File: config.mk
export PLATFORM = sky130hd
export DESIGN_NAME = sensor_frontend
export DESIGN_NICKNAME = d
export VERILOG_FILES = /design/src/rtl/sensor_frontend.sv
export SDC_FILE = /design/constraint.sdc
export NUM_CORES = 1
export LEC_CHECK = 0
export ABC_AREA = 0
export BUFFER_PORTS_ARGS = -buffer_cell sky130_fd_sc_hd__buf_2
export CAP_MARGIN = 0
export CORE_MARGIN = 4
export CORE_UTILIZATION = 50
export DETAILED_ROUTE_END_ITERATION = 7
export GPL_TIMING_DRIVEN = 1
export PLACE_DENSITY = 0.74
export SLEW_MARGIN = 0
export SYNTH_ARGS = -nofsm -noshare
export SYNTH_HDL_FRONTEND = slang
export SYNTH_SLANG_ARGS = --single-unit
File: constraint.sdc
create_clock -name clk -period 2.3 [get_ports clk]
set_input_delay 0.23 -clock clk [delete_from_list [all_inputs] [get_ports clk]]
set_output_delay 0.23 -clock clk [all_outputs]
set_load 0.03 [all_outputs]
File: src/rtl/sensor_frontend.sv
// Ambient-light ADC reader (3-wire serial) plus PIR/IR debounce and motion hold.
// Define LUM_AVG_EN to report a 4-sample running average instead of the raw reading.
module sensor_frontend #(
  parameter int CLK_DIV       = 4,
  parameter int SAMPLE_PERIOD = 1000,
  parameter int DEB_CYCLES    = 8,
  parameter int MOTION_HOLD   = 64
) (
  input  logic       clk,
  input  logic       reset,
  input  logic       adc_sdo,
  output logic       adc_cs_n,
  output logic       adc_sclk,
  input  logic       pir_raw,
  input  logic       ir_raw,
  output logic [7:0] lum_sen,
  output logic       lum_valid,
  output logic       motion_sen,
  output logic       ir_sen
);
  localparam int TW = (SAMPLE_PERIOD > 1) ? $clog2(SAMPLE_PERIOD) : 1;
  localparam int DW = (CLK_DIV > 1) ? $clog2(CLK_DIV) : 1;
  localparam int BW = $clog2(DEB_CYCLES + 1);
  localparam int HW = $clog2(MOTION_HOLD + 1);
  localparam logic [TW-1:0] TIMER_LAST = TW'(SAMPLE_PERIOD - 1);
  localparam logic [DW-1:0] DIV_LAST   = DW'(CLK_DIV - 1);
  localparam logic [BW-1:0] DEB_LAST   = BW'(DEB_CYCLES - 1);
  localparam logic [HW-1:0] HOLD_LOAD  = HW'(MOTION_HOLD);

  typedef enum logic [1:0] {IDLE, SELECT, SHIFT, DONE} adcState_e;

  adcState_e     state_q, state_d;
  logic [TW-1:0] timer_q, timer_d;
  logic [DW-1:0] div_q, div_d;
  logic [2:0]    bit_q, bit_d;
  logic          sclkHigh_q, sclkHigh_d;
  logic [7:0]    shift_q, shift_d;
  logic [7:0]    lum_q, lum_d;
  logic          loadLum;

  // Index 0 carries the PIR channel, index 1 the IR channel.
  logic [1:0]    sync1_q, sync2_q, deb_q, deb_d;
  logic [BW-1:0] debCnt_q [2];
  logic [BW-1:0] debCnt_d [2];
  logic [HW-1:0] hold_q, hold_d;

  assign timer_d = (timer_q == TIMER_LAST) ? '0 : timer_q + 1'b1;

  always_comb begin
    state_d    = state_q;
    div_d      = div_q;
    bit_d      = bit_q;
    sclkHigh_d = sclkHigh_q;
    shift_d    = shift_q;
    loadLum    = 1'b0;
    case (state_q)
      IDLE: begin
        if (timer_q == TIMER_LAST) begin
          state_d = SELECT;
          div_d   = '0;
        end
      end
      SELECT: begin
        if (div_q == DIV_LAST) begin
          state_d    = SHIFT;
          div_d      = '0;
          bit_d      = '0;
          sclkHigh_d = 1'b0;
        end else begin
          div_d = div_q + 1'b1;
        end
      end
      SHIFT: begin
        if (div_q == DIV_LAST) begin
          div_d      = '0;
          sclkHigh_d = !sclkHigh_q;
          // Data is captured on the same edge that raises sclk.
          if (!sclkHigh_q) begin
            shift_d = {shift_q[6:0], adc_sdo};
          end else if (bit_q == 3'd7) begin
            state_d = DONE;
            loadLum = 1'b1;
          end else begin
            bit_d = bit_q + 3'd1;
          end
        end else begin
          div_d = div_q + 1'b1;
        end
      end
      DONE:    state_d = IDLE;
      default: state_d = IDLE;
    endcase
  end

`ifdef LUM_AVG_EN
  // Three previous results plus the incoming one form the 4-entry window.
  logic [7:0] win_q [3];
  logic [9:0] winSum;

  always_comb begin
    winSum = 10'(win_q[0]) + 10'(win_q[1]) + 10'(win_q[2]) + 10'(shift_q);
    lum_d  = loadLum ? 8'(winSum >> 2) : lum_q;
  end

  always_ff @(posedge clk) begin
    if (reset) begin
      for (int i = 0; i < 3; i++) win_q[i] <= '0;
    end else if (loadLum) begin
      win_q[0] <= shift_q;
      win_q[1] <= win_q[0];
      win_q[2] <= win_q[1];
    end
  end
`else
  assign lum_d = loadLum ? shift_q : lum_q;
`endif

  always_comb begin
    for (int i = 0; i < 2; i++) begin
      deb_d[i]    = deb_q[i];
      debCnt_d[i] = '0;
      if (sync2_q[i] != deb_q[i]) begin
        if (debCnt_q[i] == DEB_LAST) deb_d[i] = sync2_q[i];
        else debCnt_d[i] = debCnt_q[i] + 1'b1;
      end
    end
    if (deb_q[0]) hold_d = HOLD_LOAD;
    else if (hold_q != '0) hold_d = hold_q - 1'b1;
    else hold_d = hold_q;
  end

  always_ff @(posedge clk) begin
    if (reset) begin
      state_q    <= IDLE;
      timer_q    <= '0;
      div_q      <= '0;
      bit_q      <= '0;
      sclkHigh_q <= 1'b0;
      shift_q    <= '0;
      lum_q      <= '0;
      sync1_q    <= '0;
      sync2_q    <= '0;
      deb_q      <= '0;
      for (int i = 0; i < 2; i++) debCnt_q[i] <= '0;
      hold_q     <= '0;
    end else begin
      state_q    <= state_d;
      timer_q    <= timer_d;
      div_q      <= div_d;
      bit_q      <= bit_d;
      sclkHigh_q <= sclkHigh_d;
      shift_q    <= shift_d;
      lum_q      <= lum_d;
      sync1_q    <= {ir_raw, pir_raw};
      sync2_q    <= sync1_q;
      deb_q      <= deb_d;
      for (int i = 0; i < 2; i++) debCnt_q[i] <= debCnt_d[i];
      hold_q     <= hold_d;
    end
  end

  assign adc_cs_n   = !((state_q == SELECT) || (state_q == SHIFT));
  assign adc_sclk   = (state_q == SHIFT) && sclkHigh_q;
  assign lum_sen    = lum_q;
  assign lum_valid  = (state_q == DONE);
  assign ir_sen     = deb_q[1];
  assign motion_sen = deb_q[0] | (hold_q != '0);
endmodule

==> flow_metrics.py <==
metrics = {
    "placement": {
        "preCtsSetupSlack_ns": 0.3944,
        "dpl.hpwl_mm": 2.601,
        "port_buffers": 17,
        "place_congestion": 0.7777,
    },
    "global_routing": {
        "grt_start_max_net_pins": 42,
        "gr-total-overflow": 0,
        "grt_pass1_vias": 1540,
        "grt_first_pass_wirelength_mm": 6.285,
        "grt_use_total_pct": 14.02,
        "grt_antenna_before_repair": 0,
    },
    "power": {
        "power_density_nw_per_um2": 884.6,
        "vdd_ir_drop_max_mv": 0.3848,
        "leakagePower_nw": 0.9687,
    },
    "cells_and_area": {
        "drive_above_1_share_pct": 14.64,
        "antenna_cells": 0,
        "fillCellCount": 406,
        "fin_nets": 296,
        "area_delta_synth_final_pct": 11.86,
        "multi_input_area_um2": 1134,
        "regArea_um2": 1104,
    },
    "cts": {
        "postCtsHoldBufs": 0,
        "clock-sinks": 55,
        "clk_latency_ns": 0.30,
        "cts_max_level": 2,
        "clk_pin_slew_ns": 0.09,
        "cts_made_buffers": 5,
        "cts-root-buf": "clkbuf_8",
        "clockBufferDepth": 2,
        "cts_tree": "done",
    },
    "setup_path": {
        "max_stage_delay_ns": 0.40,
        "critical_path_required_ns": 2.07,
        "start_kind": "register",
        "cp_max_fo": 5,
        "path_class": "register to output pin",
        "r2r-end": "hold_q[1]$_SDFFE_PP0P_",
        "critPathCaptureType": "output pin",
        "slowest_stage": "or3b_4",
        "reg2regPathDepth": 6,
        "reg2reg_slack_ns": 0.41,
        "crit_chain": "inv_4 -> ha_4 -> or3b_4 -> nor4_4 -> or2b_1 -> buf_6",
        "r2r_start": "hold_q[1]$_SDFFE_PP0P_",
        "arrival_ns": 2.08,
    },
    "floorplan": {
        "dieArea_um2": 5701,
        "io_pins": 18,
        "start_util_pct": 51.97,
        "core_um2": 4384,
        "die_y_um": 75.51,
        "row_count": 24,
        "die_w_um": 75.51,
    },
    "sta": {
        "tns_ns": -0.008817,
        "fin_crit_ns": 2.309,
        "worst_slew_pin_slew_ns": 0.7097,
        "fin_crit_sh_pct": 100.4,
        "timing.final.ws_setup_ns": -0.008817,
        "holdWs_ns": 0.1486,
        "finClkSkew_ns": 0.006460,
        "setup_violations": 1,
        "rsz0062_at_grt": "yes",
        "drv_slew": 0,
        "max_freq_mhz": 433.1,
        "timing.final.hold_violations": 0,
        "slew_headroom_pct": 52.69,
    },
    "outcome": {
        "status": "finished with violations",
        "violations": "negative setup slack",
    },
    "route": {
        "drc_errors": 0,
        "drt-initial-drc-count": 77,
        "drtAntennaViolNets": 0,
        "vias": 1717,
        "avgViaCountPerCell": 5.172,
        "wirelength_mm": 3.804,
        "drtPass1Iterations": 4,
        "wl_per_cell_um": 11.46,
    },
    "synth": {
        "synth_compound_area_share_pct": 10.65,
        "syn_inst": 257,
        "syn_area_um2": 2278,
        "syn_area_per_cell_um2": 8.866,
        "synth_top_area_share_pct": 48.33,
        "synth_simple_gate_area_share_pct": 24.55,
        "synth_largest_area_cell": "dfxtp_1",
        "ys_ff_latch": 55,
        "syn_nets": 274,
        "synthMuxAreaShare_pct": 0.8786,
        "netlist_top_cells_area": "dfxtp_1, nand2_1, ha_1, nor2_1, a21oi_1",
        "ys_warn_count": 0,
        "ys_seq_area_share_pct": 48.33,
        "synth_ff_type": "dfxtp_1",
        "synth_xor_area_share_pct": 6.535,
        "synth_edf_count": 0,
        "synthAdderAreaFrac_pct": 6.590,
        "synth-async-reset-ratio_pct": 0,
        "netlist-cell-type-count": 38,
        "synth_top_family_by_area": "simple AND/OR/NAND/NOR gates",
    },
    "hold_path": {
        "min_from": "pir_raw",
        "holdPathStages": 2,
        "hold-path-endpoint": "sync1_q[0]$_SDFF_PP0_",
        "hp-class": "input port to register",
    },
    "job": {
        "maxCapViolations": 0,
    },
}
[cells in the final DEF (no fill, tap or decap), types with 2 or more instances in the layout]
master	synthesis	layout
dfxtp_1	55	53
nand2_1	42	42
nor2_1	33	33
a21oi_1	22	22
buf_2	0	16
xnor2_1	11	11
ha_1	12	11
nand3_1	8	8
nor2b_1	8	8
o21ai_0	7	7
inv_1	8	6
nor3_1	6	6
xor2_1	6	6
clkbuf_8	0	5
buf_4	0	5
or3_1	4	4
and3_1	2	2
or3_2	2	2
a32oi_1	2	2
a22oi_1	2	2
mux2i_1	2	2
dfxtp_2	0	2
[cells by family after synthesis]
kind of cell | Yosys count
fa+ha+maj | 12
flops | 55
buf+inv | 15
compound gates | 40
simple gates | 116
xor+xnor | 17
mux | 2
[cell usage after synthesis (all sizes together) (2+ instances only)]
| master | n |
|---|---|
| dfxtp | 55 |
| nand3 | 8 |
| mux2i | 2 |
| xnor2 | 11 |
| a21oi | 22 |
| nand2 | 42 |
| a32oi | 2 |
| ha | 12 |
| buf | 2 |
| nor3 | 6 |
| nor2b | 8 |
| clkbuf | 5 |
| nor2 | 33 |
| and3 | 2 |
| a22oi | 2 |
| inv | 8 |
| xor2 | 6 |
| o21ai | 7 |
| or3 | 6 |
[final cells by class]
type | instances | area share (%)
multi-input combinational | 187 | 44.48
sequential | 55 | 43.30
timing repair buffer | 22 | 5.056
clock buffer | 6 | 2.847
tap | 52 | 2.553
inverter | 8 | 1.276
clock inverter | 2 | 0.4909
[critical path: cells and delay by family, from the launching register on]
family	cells	cell delay, ns
DFF	1	0.35
buffers and inverters	2	0.21
adders and majority gates	1	0.13
and+or+nand+nor	3	1.09
[sequential cells by signal, indices dropped and copies added, names as in the netlist]
register	count
bit_q	3
debCnt_q	8
deb_q	2
div_q	2
hold_q	7
lum_sen	8
sclkHigh_q	1
shift_q	8
state_q	2
sync1_q	2
sync2_q	2
timer_q	10
[where the power goes]
part	internal (mW)	switching, mW
clock	0.213	0.289
sequential	1.02	0.0724
combinational	0.343	0.314
[worst max-delay path by stage]
stage	startpoint	to	slack, ns	cells past startpoint
finish	hold_q[1]$_SDFFE_PP0P_	motion_sen	-0.009	6
global route	hold_q[1]$_SDFFE_PP0P_	motion_sen	-0.12	6
CTS	hold_q[1]$_SDFFE_PP0P_	motion_sen	0.05	6
detailed placement	hold_q[1]$_SDFFE_PP0P_	motion_sen	0.39	6
global placement	hold_q[0]$_SDFFE_PP0P_	motion_sen	0.43	6
floorplan	hold_q[0]$_SDFFE_PP0P_	motion_sen	0.53	5
[metal layers]
layer	share of wire [%]	routed length, um	vias up	GRT usage, %
met5	0	0	-	0
met4	0.58	22	0	5.049
met3	3.6	137	2	4.354
met2	49	1845	13	23.59
met1	47	1798	797	16.87
li1	-	-	905	-
[stage by stage]
step | area (um2) | util [%] | power (mW) | instances
floorplan | 2278 | - | 1.518 | 257
global placement | 2402 | 54.79 | 1.596 | 319
detailed placement | 2402 | 54.79 | 1.618 | 319
CTS | 2487 | 56.74 | 2.128 | 327
global route | 2549 | 58.13 | 2.392 | 332
finish | 2549 | 58.13 | 2.255 | 332
[timing repair]
action	in CTS	in global routing
buffers inserted	0	5
endpoints found under the setup margin	0	1
resized for setup	0	10
Note: power is estimated with default switching activity, not from simulation.
